`src/rtl/ps2_key_tracker_pkg.sv`:
```
// Shared constants, FSM encoding and helpers for the PS/2 key tracker.
package ps2_kbd_pkg;

    // Prefix bytes
    localparam logic [7:0] PS2_E0 = 8'hE0;
    localparam logic [7:0] PS2_F0 = 8'hF0;
    localparam logic [7:0] PS2_E1 = 8'hE1;

    // Keyboard response / error bytes that never form a key event
    localparam logic [7:0] PS2_BAT_OK   = 8'hAA;
    localparam logic [7:0] PS2_ACK      = 8'hFA;
    localparam logic [7:0] PS2_ECHO     = 8'hEE;
    localparam logic [7:0] PS2_BAT_FAIL = 8'hFC;
    localparam logic [7:0] PS2_RESEND   = 8'hFE;
    localparam logic [7:0] PS2_ERR_00   = 8'h00;
    localparam logic [7:0] PS2_ERR_FF   = 8'hFF;

    // Bytes that follow E1 in the pause sequence
    localparam logic [2:0] PAUSE_SKIP = 3'd7;

    typedef enum logic [2:0] {
        StIdle,
        StE0,
        StF0,
        StE0F0,
        StSkip
    } state_e;

    function automatic int unsigned clog2(input int unsigned v);
        int unsigned r;
        r = 0;
        for (int i = 0; i < 32; i++) begin
            if ((64'd1 << i) < 64'(v)) r = i + 1;
        end
        return r;
    endfunction

    function automatic logic is_ignored(input logic [7:0] b);
        return (b == PS2_BAT_OK) || (b == PS2_ACK) || (b == PS2_ECHO) ||
               (b == PS2_BAT_FAIL) || (b == PS2_RESEND) || (b == PS2_ERR_00) ||
               (b == PS2_ERR_FF);
    endfunction

endpackage

```
`src/rtl/ps2_key_tracker_if.sv`:
```
// Byte input / key state and event output bundle of the key tracker.
interface ps2_key_tracker_if #(
    parameter int unsigned N_KEYS = 4,
    parameter int unsigned IDXW   = 2
);
    logic [7:0]        din;
    logic              rx_done_tick;
    logic              clear_all;
    logic [N_KEYS-1:0] key_down;
    logic              any_down;
    logic              evt_valid;
    logic [7:0]        evt_code;
    logic              evt_ext;
    logic              evt_break;
    logic              evt_hit;
    logic [IDXW-1:0]   evt_idx;
    logic              evt_repeat;
    logic              err_tick;

    // Byte source / consumer side
    modport master (
        output din, rx_done_tick, clear_all,
        input  key_down, any_down, evt_valid, evt_code, evt_ext, evt_break,
               evt_hit, evt_idx, evt_repeat, err_tick
    );

    // Tracker side
    modport slave (
        input  din, rx_done_tick, clear_all,
        output key_down, any_down, evt_valid, evt_code, evt_ext, evt_break,
               evt_hit, evt_idx, evt_repeat, err_tick
    );
endinterface

```
`src/rtl/ps2_key_tracker_lut.sv`:
```
// Combinational {ext,code} -> {hit,idx} lookup against the configured key table.
module ps2_key_lut #(
    parameter int unsigned           N_KEYS    = 4,
    parameter logic [9*N_KEYS-1:0]   KEY_CODES = {9'h033, 9'h016, 9'h045, 9'h02C},
    parameter int unsigned           IDXW      = 2
) (
    input  logic            i_ext,
    input  logic [7:0]      i_code,
    output logic            o_hit,
    output logic [IDXW-1:0] o_idx
);

    // Scan from the top down so the lowest matching index is the one kept
    always_comb begin
        o_hit = 1'b0;
        o_idx = '0;
        for (int i = int'(N_KEYS) - 1; i >= 0; i--) begin
            if (KEY_CODES[9*i +: 9] == {i_ext, i_code}) begin
                o_hit = 1'b1;
                o_idx = IDXW'(i);
            end
        end
    end

endmodule

```
`src/rtl/ps2_key_tracker.sv`:
```
// PS/2 scan-code decoder: make/break/extended/pause sequences, held-key levels, event records.
module ps2_key_tracker
    import ps2_kbd_pkg::*;
#(
    parameter int unsigned         N_KEYS      = 4,
    // Key i lives at [9i+8:9i]; bit 8 = extended (E0) flag
    parameter logic [9*N_KEYS-1:0] KEY_CODES   = {9'h033, 9'h016, 9'h045, 9'h02C},
    parameter int unsigned         TIMEOUT_CYC = 2_000_000,
    parameter int unsigned         IDXW        = (N_KEYS > 1) ? clog2(N_KEYS) : 1
) (
    input  logic               clk,
    input  logic               reset,
    ps2_key_tracker_if.slave   bus
);

    localparam int unsigned TW = (TIMEOUT_CYC > 2) ? clog2(TIMEOUT_CYC) : 1;

    state_e            r_state, w_state_d;
    logic [2:0]        r_skip, w_skip_d;
    logic [TW-1:0]     r_tmo, w_tmo_d;
    logic [N_KEYS-1:0] r_key_down, w_key_down_d;
    logic              r_any_down;
    logic              r_evt_valid, r_evt_ext, r_evt_break, r_evt_hit, r_evt_repeat;
    logic [7:0]        r_evt_code;
    logic [IDXW-1:0]   r_evt_idx;
    logic              r_err_tick;

    logic              w_emit, w_ext, w_brk, w_abort, w_pfx;
    logic              w_hit, w_repeat;
    logic [IDXW-1:0]   w_idx;

    // Table lookup uses the extended flag implied by the current state
    assign w_ext = (r_state == StE0) || (r_state == StE0F0);
    assign w_pfx = (r_state == StE0) || (r_state == StF0) || (r_state == StE0F0);

    ps2_key_lut #(
        .N_KEYS    (N_KEYS),
        .KEY_CODES (KEY_CODES),
        .IDXW      (IDXW)
    ) u_lut (
        .i_ext  (w_ext),
        .i_code (bus.din),
        .o_hit  (w_hit),
        .o_idx  (w_idx)
    );

    // Next-state decode, event qualification and prefix timeout
    always_comb begin
        w_state_d = r_state;
        w_skip_d  = r_skip;
        w_tmo_d   = '0;
        w_emit    = 1'b0;
        w_brk     = 1'b0;
        w_abort   = 1'b0;
        if (bus.rx_done_tick) begin
            unique case (r_state)
                StIdle: begin
                    if (bus.din == PS2_E0) begin
                        w_state_d = StE0;
                    end else if (bus.din == PS2_F0) begin
                        w_state_d = StF0;
                    end else if (bus.din == PS2_E1) begin
                        w_state_d = StSkip;
                        w_skip_d  = PAUSE_SKIP;
                    end else if (!is_ignored(bus.din)) begin
                        w_emit = 1'b1;
                    end
                end
                StE0: begin
                    if (bus.din == PS2_F0) begin
                        w_state_d = StE0F0;
                    end else if ((bus.din != PS2_E0) && (bus.din != PS2_E1)) begin
                        w_emit    = 1'b1;
                        w_state_d = StIdle;
                    end
                end
                StF0, StE0F0: begin
                    w_emit    = 1'b1;
                    w_brk     = 1'b1;
                    w_state_d = StIdle;
                end
                StSkip: begin
                    if (r_skip == 3'd1) begin
                        w_state_d = StIdle;
                    end else begin
                        w_skip_d = r_skip - 3'd1;
                    end
                end
                default: w_state_d = StIdle;
            endcase
        end else if (w_pfx) begin
            // A byte arriving on the expiry cycle takes the branch above instead
            if (r_tmo == TW'(TIMEOUT_CYC - 1)) begin
                w_abort   = 1'b1;
                w_state_d = StIdle;
            end else begin
                w_tmo_d = r_tmo + 1'b1;
            end
        end
    end

    // Held-key update; clear_all overrides any make in the same cycle
    always_comb begin
        w_key_down_d = r_key_down;
        w_repeat     = w_emit && w_hit && !w_brk && r_key_down[w_idx];
        if (w_emit && w_hit) begin
            w_key_down_d[w_idx] = !w_brk;
        end
        if (bus.clear_all) begin
            w_key_down_d = '0;
        end
    end

    // State, counters, key levels and event register
    always_ff @(posedge clk) begin
        if (reset) begin
            r_state      <= StIdle;
            r_skip       <= '0;
            r_tmo        <= '0;
            r_key_down   <= '0;
            r_any_down   <= 1'b0;
            r_evt_valid  <= 1'b0;
            r_evt_code   <= '0;
            r_evt_ext    <= 1'b0;
            r_evt_break  <= 1'b0;
            r_evt_hit    <= 1'b0;
            r_evt_idx    <= '0;
            r_evt_repeat <= 1'b0;
            r_err_tick   <= 1'b0;
        end else begin
            r_state     <= w_state_d;
            r_skip      <= w_skip_d;
            r_tmo       <= w_tmo_d;
            r_key_down  <= w_key_down_d;
            r_any_down  <= |w_key_down_d;
            r_evt_valid <= w_emit;
            r_err_tick  <= w_abort;
            if (w_emit) begin
                r_evt_code   <= bus.din;
                r_evt_ext    <= w_ext;
                r_evt_break  <= w_brk;
                r_evt_hit    <= w_hit;
                r_evt_idx    <= w_idx;
                r_evt_repeat <= w_repeat;
            end
        end
    end

    assign bus.key_down   = r_key_down;
    assign bus.any_down   = r_any_down;
    assign bus.evt_valid  = r_evt_valid;
    assign bus.evt_code   = r_evt_code;
    assign bus.evt_ext    = r_evt_ext;
    assign bus.evt_break  = r_evt_break;
    assign bus.evt_hit    = r_evt_hit;
    assign bus.evt_idx    = r_evt_idx;
    assign bus.evt_repeat = r_evt_repeat;
    assign bus.err_tick   = r_err_tick;

endmodule

```
`src/flat_wrapper.sv`:
```
// flat-port wrapper written by rule: the top's interface ports become plain ports
module ps2_key_tracker_flat import ps2_kbd_pkg::*;
#(
    parameter int unsigned         N_KEYS      = 4,
                                                           
    parameter logic [9*N_KEYS-1:0] KEY_CODES   = {9'h033, 9'h016, 9'h045, 9'h02C},
    parameter int unsigned         TIMEOUT_CYC = 2_000_000,
    parameter int unsigned         IDXW        = (N_KEYS > 1) ? clog2(N_KEYS) : 1
)
  (clk, reset, bus_din, bus_rx_done_tick, bus_clear_all, bus_key_down, bus_any_down, bus_evt_valid, bus_evt_code, bus_evt_ext, bus_evt_break, bus_evt_hit, bus_evt_idx, bus_evt_repeat, bus_err_tick);
  ps2_key_tracker_if #(.N_KEYS(N_KEYS), .IDXW(IDXW)) bus_i ();
  input  logic clk;
  input  logic reset;
  input wire logic [$bits(bus_i.din)-1:0] bus_din;
  input wire logic [$bits(bus_i.rx_done_tick)-1:0] bus_rx_done_tick;
  input wire logic [$bits(bus_i.clear_all)-1:0] bus_clear_all;
  output wire logic [$bits(bus_i.key_down)-1:0] bus_key_down;
  output wire logic [$bits(bus_i.any_down)-1:0] bus_any_down;
  output wire logic [$bits(bus_i.evt_valid)-1:0] bus_evt_valid;
  output wire logic [$bits(bus_i.evt_code)-1:0] bus_evt_code;
  output wire logic [$bits(bus_i.evt_ext)-1:0] bus_evt_ext;
  output wire logic [$bits(bus_i.evt_break)-1:0] bus_evt_break;
  output wire logic [$bits(bus_i.evt_hit)-1:0] bus_evt_hit;
  output wire logic [$bits(bus_i.evt_idx)-1:0] bus_evt_idx;
  output wire logic [$bits(bus_i.evt_repeat)-1:0] bus_evt_repeat;
  output wire logic [$bits(bus_i.err_tick)-1:0] bus_err_tick;
  assign bus_i.din = bus_din;
  assign bus_i.rx_done_tick = bus_rx_done_tick;
  assign bus_i.clear_all = bus_clear_all;
  assign bus_key_down = bus_i.key_down;
  assign bus_any_down = bus_i.any_down;
  assign bus_evt_valid = bus_i.evt_valid;
  assign bus_evt_code = bus_i.evt_code;
  assign bus_evt_ext = bus_i.evt_ext;
  assign bus_evt_break = bus_i.evt_break;
  assign bus_evt_hit = bus_i.evt_hit;
  assign bus_evt_idx = bus_i.evt_idx;
  assign bus_evt_repeat = bus_i.evt_repeat;
  assign bus_err_tick = bus_i.err_tick;
  ps2_key_tracker #(.N_KEYS(N_KEYS), .KEY_CODES(KEY_CODES), .TIMEOUT_CYC(TIMEOUT_CYC), .IDXW(IDXW)) u_core (.clk(clk), .reset(reset), .bus(bus_i));
endmodule
```
`config.mk`:
```
export PLATFORM = sky130hd
export DESIGN_NAME = ps2_key_tracker_flat
export DESIGN_NICKNAME = d
export VERILOG_FILES = /design/src/rtl/ps2_key_tracker_pkg.sv /design/src/rtl/ps2_key_tracker_if.sv /design/src/rtl/ps2_key_tracker_lut.sv /design/src/rtl/ps2_key_tracker.sv /design/src/flat_wrapper.sv
export SDC_FILE = /design/constraint.sdc
export NUM_CORES = 1
export LEC_CHECK = 0
export CAP_MARGIN = 20
export CORE_MARGIN = 2
export CORE_UTILIZATION = 58
export DETAILED_ROUTE_END_ITERATION = 7
export GPL_ROUTABILITY_DRIVEN = 0
export GPL_TIMING_DRIVEN = 0
export PLACE_DENSITY = 0.86
export SYNTH_ARGS = -nofsm -noshare
export SYNTH_HDL_FRONTEND = slang
export SYNTH_SLANG_ARGS = --single-unit
```
`constraint.sdc`:
```
create_clock -name clk -period 4.3 [get_ports clk]
set_clock_uncertainty 0.2 [all_clocks]
set_input_delay 0.86 -clock clk [delete_from_list [all_inputs] [get_ports clk]]
set_output_delay 0.86 -clock clk [all_outputs]
set_load 0.01 [all_outputs]
```
==> After elaboration in Yosys (flattened, before gate mapping) <==
Index checks and enable logic that the tools add are counted.
{ "word_totals": {"input_bits": 12, "register_bits": 48} }
{ "op_classes": {"addsub": 2, "eq_ne": 28, "muxes": 41, "reduce_logical": 26, "order_cmp": 2, "bitwise_logic": 1} }
{ "op_table": {"columns": ["op", "n"], "rows": [
  ["8-bit == test, second input constant", 9],
  ["3-bit two-way mux", 13],
  ["21-bit by 1-bit adder with 21-bit output, second input constant", 1],
  ["21-bit == test, second input constant", 1],
  ["6-bit by 9-bit == test with 1-bit output, first input constant", 2],
  ["1-bit two-way mux", 16],
  ["8-bit inequality test, second input constant", 2],
  ["5-bit by 9-bit == test with 1-bit output, first input constant", 1],
  ["7-bit by 9-bit == test with 1-bit output, first input constant", 1],
  ["1-bit logical OR", 9],
  ["3-bit one-hot mux with 3 select lines", 1],
  ["8-bit logical NOT", 1],
  ["2-bit two-way mux", 4],
  ["4-bit two-way mux", 2],
  ["4-bit OR reduction", 2],
  ["3-bit by 1-bit == test with 1-bit output, second input constant", 2],
  ["3-bit by 2-bit == test with 1-bit output, second input constant", 2],
  ["2-bit inequality test, second input constant", 3],
  ["3-bit one-hot mux with 2 select lines", 1],
  ["6-bit AND reduction", 1],
  ["2-bit nonzero test", 3],
  ["1-bit logical AND", 5],
  ["5-bit by 2-bit inequality test with 1-bit output, second input constant", 1],
  ["5-bit AND reduction", 1],
  ["other kinds (16)", 16]
]} }

==> Depth between registers and ports, before layout <==
Gate-level depths: netlist (run 1).
{ "logic_depth": {"word_depth": 17, "mapped_depth": 9, "depth_no_buf": 8} }

==> By module <==
A second synthesis (run 1) with hierarchy kept.
{ "unflattened": {"cells_unflattened": 340, "hier_area_um2": 2733.9} }
{ "modules_own_cells": {"columns": ["module", "instances", "cells_each", "area_each_um2"], "rows": [
  ["ps2_key_tracker", 1, 326, 2638.8],
  ["ps2_key_lut", 1, 14, 95.1]
]} }

==> Worst setup path before layout (run 1) <==
Ideal clock, no wire load.
{ "synth_timing": {"path_kind": "input -> register", "startpoint": "in bus_din[1]", "endpoint": "reg u_core.r_state[2]", "setup_ps": 121, "path_stages": 7, "path_buffers": 1, "slack_ps": 1435, "arrival_ps": 2544, "cell_sequence": "buf_6 or4_1 or3_1 mux2_2 nor2_1 a21oi_2 mux2_4"} }
{ "synth_via": {"elab_chain_cells": 5, "word_cells_on_any_way": 14, "classes_between": "7 x eq/ne; 5 x mux; 2 x reduce/logical"} }
{ "synth_rtl": {"columns": ["item", "line_no", "rtl"], "rows": [
  ["start: declaration", "flat_wrapper.sv:14", "input wire logic [$bits(bus_i.din)-1:0] bus_din;"],
  ["8-bit == test", "ps2_key_tracker.sv:60, ps2_key_tracker.sv:70", null],
  ["3-bit two-way mux", "ps2_key_tracker.sv:60", "end else if (bus.din == PS2_F0) begin"],
  ["3-bit two-way mux", "ps2_key_tracker.sv:58", "if (bus.din == PS2_E0) begin"],
  ["3-bit one-hot mux with 3 select lines", "ps2_key_tracker.sv:56", "unique case (r_state)"],
  ["3-bit two-way mux", "ps2_key_tracker.sv:55", "if (bus.rx_done_tick) begin"],
  ["end signal: assignment", "ps2_key_tracker.sv:117", "r_state <= StIdle;"],
  ["end signal: assignment", "ps2_key_tracker.sv:131", "r_state <= w_state_d;"],
  ["end: declaration", "ps2_key_tracker.sv:18", "state_e r_state, w_state_d;"]
]} }
Parallel ways exist; a longest one is shown, timed or not.
A chain may end at the register's enable or synchronous reset.

==> Final worst setup path (run 1) <==
{ "layout_timing": {"startpoint": "in bus_din[2]", "endpoint": "reg u_core.r_evt_code[5], in the netlist u_core.bus.evt_code[5]"} }
{ "layout_via": {"elab_chain_cells": 13, "word_cells_on_any_way": 27, "classes_between": "11 x eq/ne; 8 x mux; 8 x reduce/logical"} }
{ "layout_rtl": {"columns": ["item", "line_no", "rtl"], "rows": [
  ["8-bit == test", "ps2_key_tracker_pkg.sv:39", "return (b == PS2_BAT_OK) || (b == PS2_ACK) || (b == PS2_ECHO) ||"],
  ["1-bit logical OR (3 in a row)", "ps2_key_tracker_pkg.sv:39", null],
  ["1-bit logical OR (3 in a row)", "ps2_key_tracker_pkg.sv:40", "(b == PS2_BAT_FAIL) || (b == PS2_RESEND) || (b == PS2_ERR_00) ||"],
  ["1-bit two-way mux", "ps2_key_tracker.sv:65", "end else if (!is_ignored(bus.din)) begin"],
  ["1-bit two-way mux", "ps2_key_tracker.sv:62", "end else if (bus.din == PS2_E1) begin"],
  ["1-bit two-way mux", "ps2_key_tracker.sv:60", null],
  ["1-bit two-way mux", "ps2_key_tracker.sv:58", null],
  ["1-bit one-hot mux with 3 select lines (*)", "ps2_key_tracker.sv:56", null],
  ["1-bit two-way mux (*)", "ps2_key_tracker.sv:55", null],
  ["end signal: assignment", "ps2_key_tracker.sv:139", "r_evt_code <= bus.din;"],
  ["end: declaration", "ps2_key_tracker.sv:24", "logic [7:0] r_evt_code;"]
]} }
Mark *: on every way between the ends. The rest lies on a longest branch, timed or not.

==> parameters.txt, run 1 <==
Parameter                              Value

Critical path
  Number of cells on the worst reg-to-reg path    6
  Critical Path End Type    flop
  Nature of the critical path startpoint    input port
  Worst-path fanout max    10
  CP startpoint    bus_din[2]
  Critical R2R Launch    u_core.r_tmo[7]
  Data arrival at the endpoint of the critical path    3.20 ns
  Slack of the worst reg-to-reg path    1.78 ns
  Worst endpoint required time    4.28 ns
  Critical Setup Path Class    input port to flop

Clocking
  Number of clock buffers inserted by TritonCTS    5
  Clock sink total    48
  Clk Latency, worst-skew pair    0.31 ns
  Post-cts hold buffer count    0
  Number of cells upsized or downsized after cts    0
  CTS tree    done
  Number of levels in the clock H-tree    2
  Buffer cell driving the clock tree root    clkbuf_8
  Post-CTS setup buffer count    0
  Clock transition time at the flip-flop clock pins of the worst setup and hold paths    0.10 ns
  Clock Path Buffers    2

Power and ir drop
  Worst supply voltage drop on vdd    0.213 mV
  Clk pwr share    38.7%
  Portion of total power attributed to combinational logic    8.5%
  Static Leakage    0.959 nW
  Pwr per Cell Area    305 nW/um2
  Int Power    0.661 mW
  Net switching power of the design    0.198 mW
  Part of the power in registers    52.8%
  Switching portion of total power    23.1%

Global route
  Antenna violations before repair    0
  Largest net degree at the start of global routing    17
  Remaining global-route overflow    0
  Number of global-route vias before repair    1858
  Global-route total usage across every layer    22.8%
  First-pass GRT wire length    8020 um

Logic synthesis
  Mapped Area    2360 um2
  Post-Syn Nets    289
  Library cells used by synthesis    50
  Post-synthesis async set-or-reset flop share    0%
  Number of standard cells after synthesis    274
  Post-synthesis register bit count    48
  Post-synthesis area per instance    8.63 um2
  Synth Warn #    0
  Primary flip-flop cell chosen by synthesis mapping    dfxtp_1
  Number of synthesized flops with an enable pin    0
  Proportion of synthesized chip area in sequential cells    40.7%

Cells and area
  Storage element area    961 um2
  Antenna diode instance count    0
  Layout area overhead    19.4%
  Final net count    324
  Commonest cells after routing, fill and taps aside    nor2_1, dfxtp_1, clkdlybuf4s50_1
  Share of the core filled with cells in the final layout    71.0%
  Layout fillers    333
  Fraction of final layout cells with drive strength greater than 1    7.42%
  Number of non-filler instances in the completed layout    360
  Multi-input gate area in the final layout    1270 um2

Detailed routing
  1st-pass router iterations    4
  Via count of the routed design    2029
  WL/cell    13.3 um
  Count of unresolved DRC violations after routing    0
  Final antenna-violating net count    0
  DRC marker count from the first detailed-route iteration    180
  Mean number of vias per cell    5.64
  DRT Wirelength    4790 um

Min path
  Worst hold start    u_core.bus.evt_idx[1]
  Class of the tightest hold or removal check    flop to flop
  Hold Crit Depth    2

Place
  Final HPWL DP    3500 um
  Placed Cells incl. Taps    352
  IO buf count    28

Flow run
  Max-cap check violation count    0

Die
  Die Width    67.8 um
  Die height    67.8 um
  DIE AREA    4600 um2
  Initial Util    59.5%
  I/O pin total    33
  Row count    23
  Area inside the core boundary    3970 um2

Timing
  Worst rel slew slack    69.5%
  Slew @ Worst Pin    0.458 ns
  Crit share post-route    74.7%
  Final hold violation count    0
  Setup repair after global routing missed its margin    no
  Finish-stage setup viols    0
  Clock period minus final worst setup slack    3.21 ns
  Upper clock frequency limit    0.311 GHz
  Final number of max-transition violations    0
  Total negative slack for setup checks    0 ns

Run status
  Result of the run    finished clean
Yosys cell counts, drive strengths merged, types with 5 or more instances:
| cell | count | area share, % |
|---|---|---|
| clkbuf | 5 | 0.79 |
| a21oi | 8 | 2.0 |
| nor2 | 48 | 7.6 |
| nor3 | 5 | 1.3 |
| nand2 | 19 | 3.0 |
| o21ai | 6 | 1.3 |
| or4 | 5 | 1.7 |
| inv | 12 | 1.9 |
| xnor2 | 8 | 3.0 |
| xor2 | 10 | 3.7 |
| nand3 | 14 | 3.0 |
| dfxtp | 48 | 41 |
| or3 | 5 | 1.3 |
| mux2i | 13 | 5.5 |
| buf | 7 | 2.3 |
| nand2b | 5 | 1.3 |
cell type report:
type,count,share of cell area (%)
clock inverters,3,1.64
well taps,50,2.22
inverters,12,1.60
multi-input cells,201,45.1
flip-flops and latches,48,34.1
clock buffers,5,2.44
plain buffers,13,2.97
repair buffers,28,9.93
flip-flops by register name, indices dropped and copies added (netlist names):
register and count:
u_core.r_state 3, u_core.bus.err_tick 1, u_core.bus.evt_idx 2, u_core.bus.evt_valid 1, u_core.bus.evt_ext 1, u_core.bus.evt_code 8, u_core.bus.evt_hit 1, u_core.r_skip 3
u_core.r_tmo 21, u_core.bus.evt_repeat 1, u_core.bus.key_down 4, u_core.bus.evt_break 1, u_core.bus.any_down 1
power by group through the flow:
stage	Combinational (mW)	Sequential (mW)	Clock (mW)
detailed placement	0.0723	0.464	0
global placement	0.0710	0.464	0
floorplan	0.0388	0.467	0
CTS	0.0726	0.454	0.342
finish	0.0727	0.454	0.333
global route	0.0787	0.455	0.361
cell families after synthesis:
family,synth area share [%]
buf+inv,5.45
xor+xnor,6.67
flops,40.7
fa+ha+maj,1.59
compound gates,11.6
mux,6.62
simple gates,27.4
per-layer routing:
metal,up-vias,routed length (um),track usage [%]
met4,0,82,8.00
met1,942,2100,25.7
met3,7,231,5.26
met2,50,2380,41.9
met5,-,0,0
li1,1030,-,-
worst max-delay path, cell delays in order:
cell and delay, ns:
clkdlybuf4s50_1 0.42, buf_2 0.19, or3_1 0.40, a211oi_1 0.27
o21bai_1 0.13, a22oi_2 0.24, buf_4 0.25, buf_6 0.18
mux2i_1 0.20, nor2_1 0.05
stage by stage:
step	hold slack (ns)	power, mW	setup slack (ns)	area [um2]
2_1_floorplan	0.230	0.506	1.43	2360
3_3_place_gp	0.238	0.535	0.803	2710
3_5_place_dp	0.245	0.537	0.804	2710
4_1_cts	0.259	0.868	1.12	2820
5_1_grt	0.277	0.895	0.902	2820
6_report	0.259	0.859	1.09	2820
path summary, 6_finish.rpt:
| kind | endpoint |
|---|---|
| min reg2reg | u_core.bus.evt_idx[1] |
| max | u_core.bus.evt_code[5] |
| min | u_core.bus.evt_idx[1] |
| max reg2reg | u_core.r_state[2] |
Power figures use the tool's default switching activity.
==> inputs of run 2 (changes only) <==
--- a/config.mk
+++ b/config.mk
@@ -7,11 +7,11 @@
 export LEC_CHECK = 0
 export CAP_MARGIN = 20
 export CORE_MARGIN = 2
-export CORE_UTILIZATION = 58
+export CORE_UTILIZATION = 54
 export DETAILED_ROUTE_END_ITERATION = 7
 export GPL_ROUTABILITY_DRIVEN = 0
 export GPL_TIMING_DRIVEN = 0
-export PLACE_DENSITY = 0.86
+export PLACE_DENSITY = 0.81
 export SYNTH_ARGS = -nofsm -noshare
 export SYNTH_HDL_FRONTEND = slang
 export SYNTH_SLANG_ARGS = --single-unit
==> constraint.sdc (replaced) <==
create_clock -name clk -period 3.2 [get_ports clk]
set_clock_uncertainty 0.2 [all_clocks]
set_input_delay 0.64 -clock clk [delete_from_list [all_inputs] [get_ports clk]]
set_output_delay 0.64 -clock clk [all_outputs]
set_load 0.01 [all_outputs]
==> run 2 against run 1 <==
  * First-iteration DRC count decreased by 13%
  * Die area grew 7.0%
  * Via count up 1.9%
  * Clock power up 36%
  * Global-route usage rose by 0.052 points
  * Largest cell class unchanged
==> parameters.txt, run 2 (synthesized netlist as in run 1, its figures left out) <==
Parameter                              Value

Power and ir drop
  Pwr per Cell Area    411 nW/um2
  Int Power    0.888 mW
  Portion of total power attributed to combinational logic    8.5%
  Static Leakage    0.963 nW
  Clk pwr share    39.0%
  Total power consumption of the routed design    1.16 mW
  Switching portion of total power    23.5%
  Part of the power in registers    52.6%
  Worst supply voltage drop on vdd    0.260 mV
  Net switching power of the design    0.273 mW

Clocking
  Number of levels in the clock H-tree    2
  Post-CTS setup buffer count    0
  Clock transition time at the flip-flop clock pins of the worst setup and hold paths    0.10 ns
  Number of clock buffers inserted by TritonCTS    5
  Clock sink total    48
  Number of cells upsized or downsized after cts    0
  Post-cts hold buffer count    0
  Clock Path Buffers    2
  CTS tree    done
  Clk Latency, worst-skew pair    0.31 ns
  Buffer cell driving the clock tree root    clkbuf_8

Place
  Placement Setup Slack    -0.0435 ns
  IO buf count    28
  Final HPWL DP    3780 um

Cells and area
  Antenna diode instance count    0
  Storage element area    961 um2
  Register containing the most flip-flops in the final layout    u_core.r_tmo
  Commonest cells after routing, fill and taps aside    nor2_1, dfxtp_1, clkdlybuf4s50_1
  Multi-input gate area in the final layout    1270 um2
  Fraction of final layout cells with drive strength greater than 1    7.42%
  Final net count    324
  Layout fillers    368
  Layout area overhead    19.5%
  Max reg flops    21

Timing
  Worst rel slew slack    66.6%
  Final hold violation count    0
  PnR worst setup slack    0.228 ns
  Clock period minus final worst setup slack    2.97 ns
  Crit share post-route    92.9%
  Finish-stage setup viols    0
  Final number of max-transition violations    0
  Upper clock frequency limit    0.337 GHz
  Worst hold-check slack    0.268 ns
  Slew @ Worst Pin    0.500 ns
  Setup repair after global routing missed its margin    no

Detailed routing
  Highest routed layer    met4
  Count of unresolved DRC violations after routing    0
  1st-pass router iterations    4
  Final antenna-violating net count    0
  Total length of routed met2 wires    2630 um
  WL/cell    14.7 um
  DRC marker count from the first detailed-route iteration    156
  Routed wl met3    181 um
  Via count of the routed design    2067
  Mean number of vias per cell    5.71
  Routed length on met1    2400 um
  DRT Wirelength    5300 um

Critical path
  Number of cells on the worst reg-to-reg path    6
  Critical Setup Path Class    input port to flop
  Critical R2R Launch    u_core.r_tmo[7]
  Critical Path End Type    flop
  Data arrival at the endpoint of the critical path    2.95 ns
  Worst endpoint required time    3.18 ns
  Capture instance of the worst register-to-register path    u_core.r_state[2]
  Slack of the worst reg-to-reg path    0.66 ns
  Worst-path fanout max    10
  Nature of the critical path startpoint    input port

Min path
  Worst-case hold path end point    u_core.bus.evt_repeat
  Worst hold start    u_core.bus.evt_repeat
  Class of the tightest hold or removal check    flop to flop
  Hold Crit Depth    2

Global route
  Remaining global-route overflow    0
  Largest net degree at the start of global routing    17
  Antenna violations before repair    0
  First-pass GRT wire length    9040 um
  Global-route total usage across every layer    22.9%
  Number of global-route vias before repair    2021

Die
  Row count    24
  Initial Util    55.0%
  Area inside the core boundary    4290 um2
  Die Width    70.2 um
  I/O pin total    33
  DIE AREA    4920 um2
  Die height    70.2 um

Flow run
  Max-cap check violation count    0

Run status
  Result of the run    finished clean
==> run 2: cell count changes in the layout (fill, tap and decap cells not counted), sizes merged <==
cell / previous run / this run
clkinvlp: 1 / 0
clkinv: 0 / 2
inv: 13 / 12
==> run 2: cell type report <==
class	instances	share of cell area, %
Multi-Input combinational cell	201	45.1
Sequential cell	48	34.0
Timing Repair Buffer	28	9.92
Buffer	13	2.97
Clock buffer	5	2.44
Tap cell	52	2.30
Clock inverter	3	1.68
Inverter	12	1.59
==> run 2: worst max-delay path by stage <==
stage,from,end,slack [ns]
2_1_floorplan,bus_din[1],u_core.r_state[2],0.55
3_3_place_gp,bus_din[2],u_core.bus.evt_code[7],-0.04
3_5_place_dp,bus_din[2],u_core.bus.evt_code[4],-0.04
4_1_cts,bus_din[2],u_core.bus.evt_code[4],0.28
5_1_grt,bus_din[2],u_core.bus.evt_code[4],0.08
6_report,bus_din[2],u_core.bus.evt_code[4],0.23
==> run 2: metal layers <==
metal / track usage (%) / up-vias
met5: 0 / -
met4: 8.55 / 0
met3: 4.04 / 8
met2: 40.6 / 45
met1: 27.4 / 978
li1: - / 1036
==> run 2: worst max-delay path, cell delays in order <==
cell             delay [ns]
clkdlybuf4s50_1        0.41
buf_2                  0.18
or3_1                  0.40
a211oi_1               0.31
o21bai_1               0.11
a22oi_2                0.22
buf_4                  0.24
buf_6                  0.18
mux2i_1                0.21
nor2_1                 0.05
==> run 2: power by group through the flow <==
stage                     clock network [mW]  logic (mW)  registers [mW]
after floorplan                            0      0.0521           0.628
after global placement                     0      0.0970           0.624
after detailed placement                   0      0.0981           0.625
after CTS                              0.462      0.0984           0.611
after global routing                   0.483       0.107           0.612
final                                  0.452      0.0985           0.610
==> run 2: through the flow <==
step | instances | TNS [ns] | instance area [um2] | util (%)
after floorplan | 274 | 0 | 2360 | -
after global placement | 354 | -0.221 | 2710 | 63.1
after detailed placement | 354 | -0.223 | 2710 | 63.1
final | 362 | 0 | 2830 | 65.8
after global routing | 362 | 0 | 2830 | 65.8
after CTS | 362 | 0 | 2830 | 65.8
==> inputs of run 3 (changes only) <==
--- a/config.mk
+++ b/config.mk
@@ -6,6 +6,7 @@
 export NUM_CORES = 1
 export LEC_CHECK = 0
 export CAP_MARGIN = 20
+export CORE_ASPECT_RATIO = 1.75
 export CORE_MARGIN = 2
 export CORE_UTILIZATION = 54
 export DETAILED_ROUTE_END_ITERATION = 7
==> run 3 against run 2 <==
  * Sequential power hardly changed
  * First-iteration DRC count fell by 57%
  * Clock-buffer cell count did not move
  * Final cell count is 0.83% lower
  * Combinational power down 0.5%
  * Largest power group unchanged
  * Register-to-register slack hardly changed
  * Routed wire length is 4.6% lower
  * Critical path type unchanged
  * Critical endpoint is now u_core.bus.evt_code[7]
  * Critical path depth is the same
==> parameters.txt, run 3 (synthesized netlist as in run 1, its figures left out) <==
Parameter                              Value

Run status
  Result of the run    finished clean

Timing
  Total negative slack for setup checks    0 ns
  PnR worst setup slack    0.236 ns
  Worst hold-check slack    0.258 ns
  Upper clock frequency limit    0.337 GHz
  Final hold violation count    0
  Slew @ Worst Pin    0.482 ns
  Worst rel slew slack    67.9%
  Final number of max-transition violations    0
  Crit share post-route    92.6%
  Setup repair after global routing missed its margin    no
  Clock period minus final worst setup slack    2.96 ns
  Finish-stage setup viols    0

Clocking
  Number of levels in the clock H-tree    2
  Number of cells upsized or downsized after cts    0
  Buffer cell driving the clock tree root    clkbuf_8
  Clock Path Buffers    2
  Number of clock buffers inserted by TritonCTS    5
  Post-CTS setup buffer count    0
  Post-cts hold buffer count    0
  Clock transition time at the flip-flop clock pins of the worst setup and hold paths    0.10 ns
  Clock sink total    48
  Clk Latency, worst-skew pair    0.31 ns
  CTS tree    done

Detailed routing
  1st-pass router iterations    4
  DRC marker count from the first detailed-route iteration    67
  WL/cell    14.1 um
  Mean number of vias per cell    5.74
  DRT Wirelength    5060 um
  Final antenna-violating net count    0
  Via count of the routed design    2062
  Count of unresolved DRC violations after routing    0

Cells and area
  Commonest cells after routing, fill and taps aside    nor2_1, dfxtp_1, clkdlybuf4s50_1
  Fraction of final layout cells with drive strength greater than 1    7.42%
  Number of non-filler instances in the completed layout    359
  Layout fillers    357
  Max reg flops    21
  Summed area of non-filler cells in the final layout    2800 um2
  Register containing the most flip-flops in the final layout    u_core.r_tmo
  Multi-input gate area in the final layout    1270 um2
  Final net count    324
  Antenna diode instance count    0
  Storage element area    961 um2
  Layout area overhead    18.4%

Critical path
  CP top delay family    buffers and inverters
  Worst path buffer plus inverter count    4
  Critical R2R Launch    u_core.r_tmo[12]
  Critical Setup Path Class    input port to flop
  Nature of the critical path startpoint    input port
  Critical Path End Type    flop
  Maximum cell stage delay along the critical path    0.41 ns
  Number of stages on the worst setup path    10
  Data arrival at the endpoint of the critical path    2.95 ns
  Cell type of the slowest stage on the worst timing path    clkdlybuf4s50_1
  End point of the critical path    u_core.bus.evt_code[7]
  Cell breakdown of the critical path    clkdlybuf4s50_1 -> buf_2 -> or3_1 -> a211oi_1 -> a211oi_1 -> a22oi_2 -> buf_4 -> buf_6 -> mux2i_1 -> nor2_1
  Worst-path fanout max    10
  Number of cells on the worst reg-to-reg path    6
  CP startpoint    bus_din[2]
  Capture instance of the worst register-to-register path    u_core.r_state[2]
  CP most frequent cell    a211oi_1
  Worst endpoint required time    3.18 ns
  Slack of the worst reg-to-reg path    0.65 ns

Place
  IO buf count    28
  Placed Cells incl. Taps    351
  Final HPWL DP    3750 um
  Placement Setup Slack    -0.0926 ns
  Post-place instance area    2710 um2

Power and ir drop
  Worst supply voltage drop on vdd    0.517 mV
  Switching portion of total power    25.1%
  Clk pwr share    34.4%
  Net switching power of the design    0.271 mW
  Pwr per Cell Area    386 nW/um2
  Part of the power in registers    56.5%
  Static Leakage    0.945 nW
  Portion of total power attributed to combinational logic    9.1%
  Int Power    0.808 mW

Global route
  Remaining global-route overflow    0
  Antenna violations before repair    0
  Largest net degree at the start of global routing    17
  Global-route total usage across every layer    22.7%
  Number of global-route vias before repair    2021
  First-pass GRT wire length    8570 um

Die
  Area inside the core boundary    4190 um2
  DIE AREA    4940 um2
  Die Width    54.0 um
  Die height    91.5 um
  Initial Util    56.4%
  I/O pin total    33
  Row count    31

Min path
  Class of the tightest hold or removal check    flop to flop

Flow run
  Max-cap check violation count    0
-- run 3: cell types whose count changed in the layout (fill, tap and decap cells not counted) --
cell | before | now
clkinv_4 | 2 | 1
clkinvlp_4 | 0 | 2
bufinv_16 | 1 | 0
-- run 3: cell type report --
| class | instances | area share, % |
|---|---|---|
| buffer | 13 | 3.00 |
| inverter | 12 | 1.61 |
| clock inverter | 3 | 0.850 |
| timing repair buffer | 28 | 10.0 |
| multi-input combinational | 201 | 45.5 |
| sequential | 48 | 34.3 |
| tap | 49 | 2.19 |
| clock buffer | 5 | 2.46 |
-- run 3: worst min-delay path by stage --
stage	startpoint	to	slack [ns]	cells after the start
global route	u_core.bus.evt_repeat	u_core.bus.evt_repeat	0.28	2
global placement	u_core.bus.evt_idx[1]	u_core.bus.evt_idx[1]	0.24	2
floorplan	u_core.r_tmo[0]	u_core.r_tmo[0]	0.23	1
detailed placement	u_core.bus.evt_idx[1]	u_core.bus.evt_idx[1]	0.25	2
CTS	u_core.bus.evt_break	u_core.bus.evt_break	0.26	2
finish	u_core.bus.evt_idx[1]	u_core.bus.evt_idx[1]	0.26	2
-- run 3: tightest hold or removal path, cell delays in order, from the launching register on --
cell and delay, ns:
dfxtp_1 0.32, nand2_1 0.05, a21oi_1 0.05
-- run 3: per-stage QoR --
step / utilization [%] / total power, mW
2_1_floorplan: - / 0.680
3_3_place_gp: 64.6 / 0.721
3_5_place_dp: 64.6 / 0.722
4_1_cts: 66.8 / 1.09
5_1_grt: 66.8 / 1.12
6_report: 66.8 / 1.08
-- run 3: per-layer routing --
layer  up-vias  part of all wire [%]  track usage [%]
met4         0                   2.1             10.4
met3         9                   4.0             4.28
met2        58                    55             42.4
li1       1031                     -                -
met5         -                     0                0
met1       964                    39             22.1
-- run 3: power groups by stage --
stage	Sequential [mW]	Combinational (mW)	Clock, mW
finish	0.610	0.0980	0.371
global route	0.612	0.107	0.396
CTS	0.610	0.0983	0.377
detailed placement	0.624	0.0981	0
floorplan	0.628	0.0521	0
global placement	0.624	0.0972	0
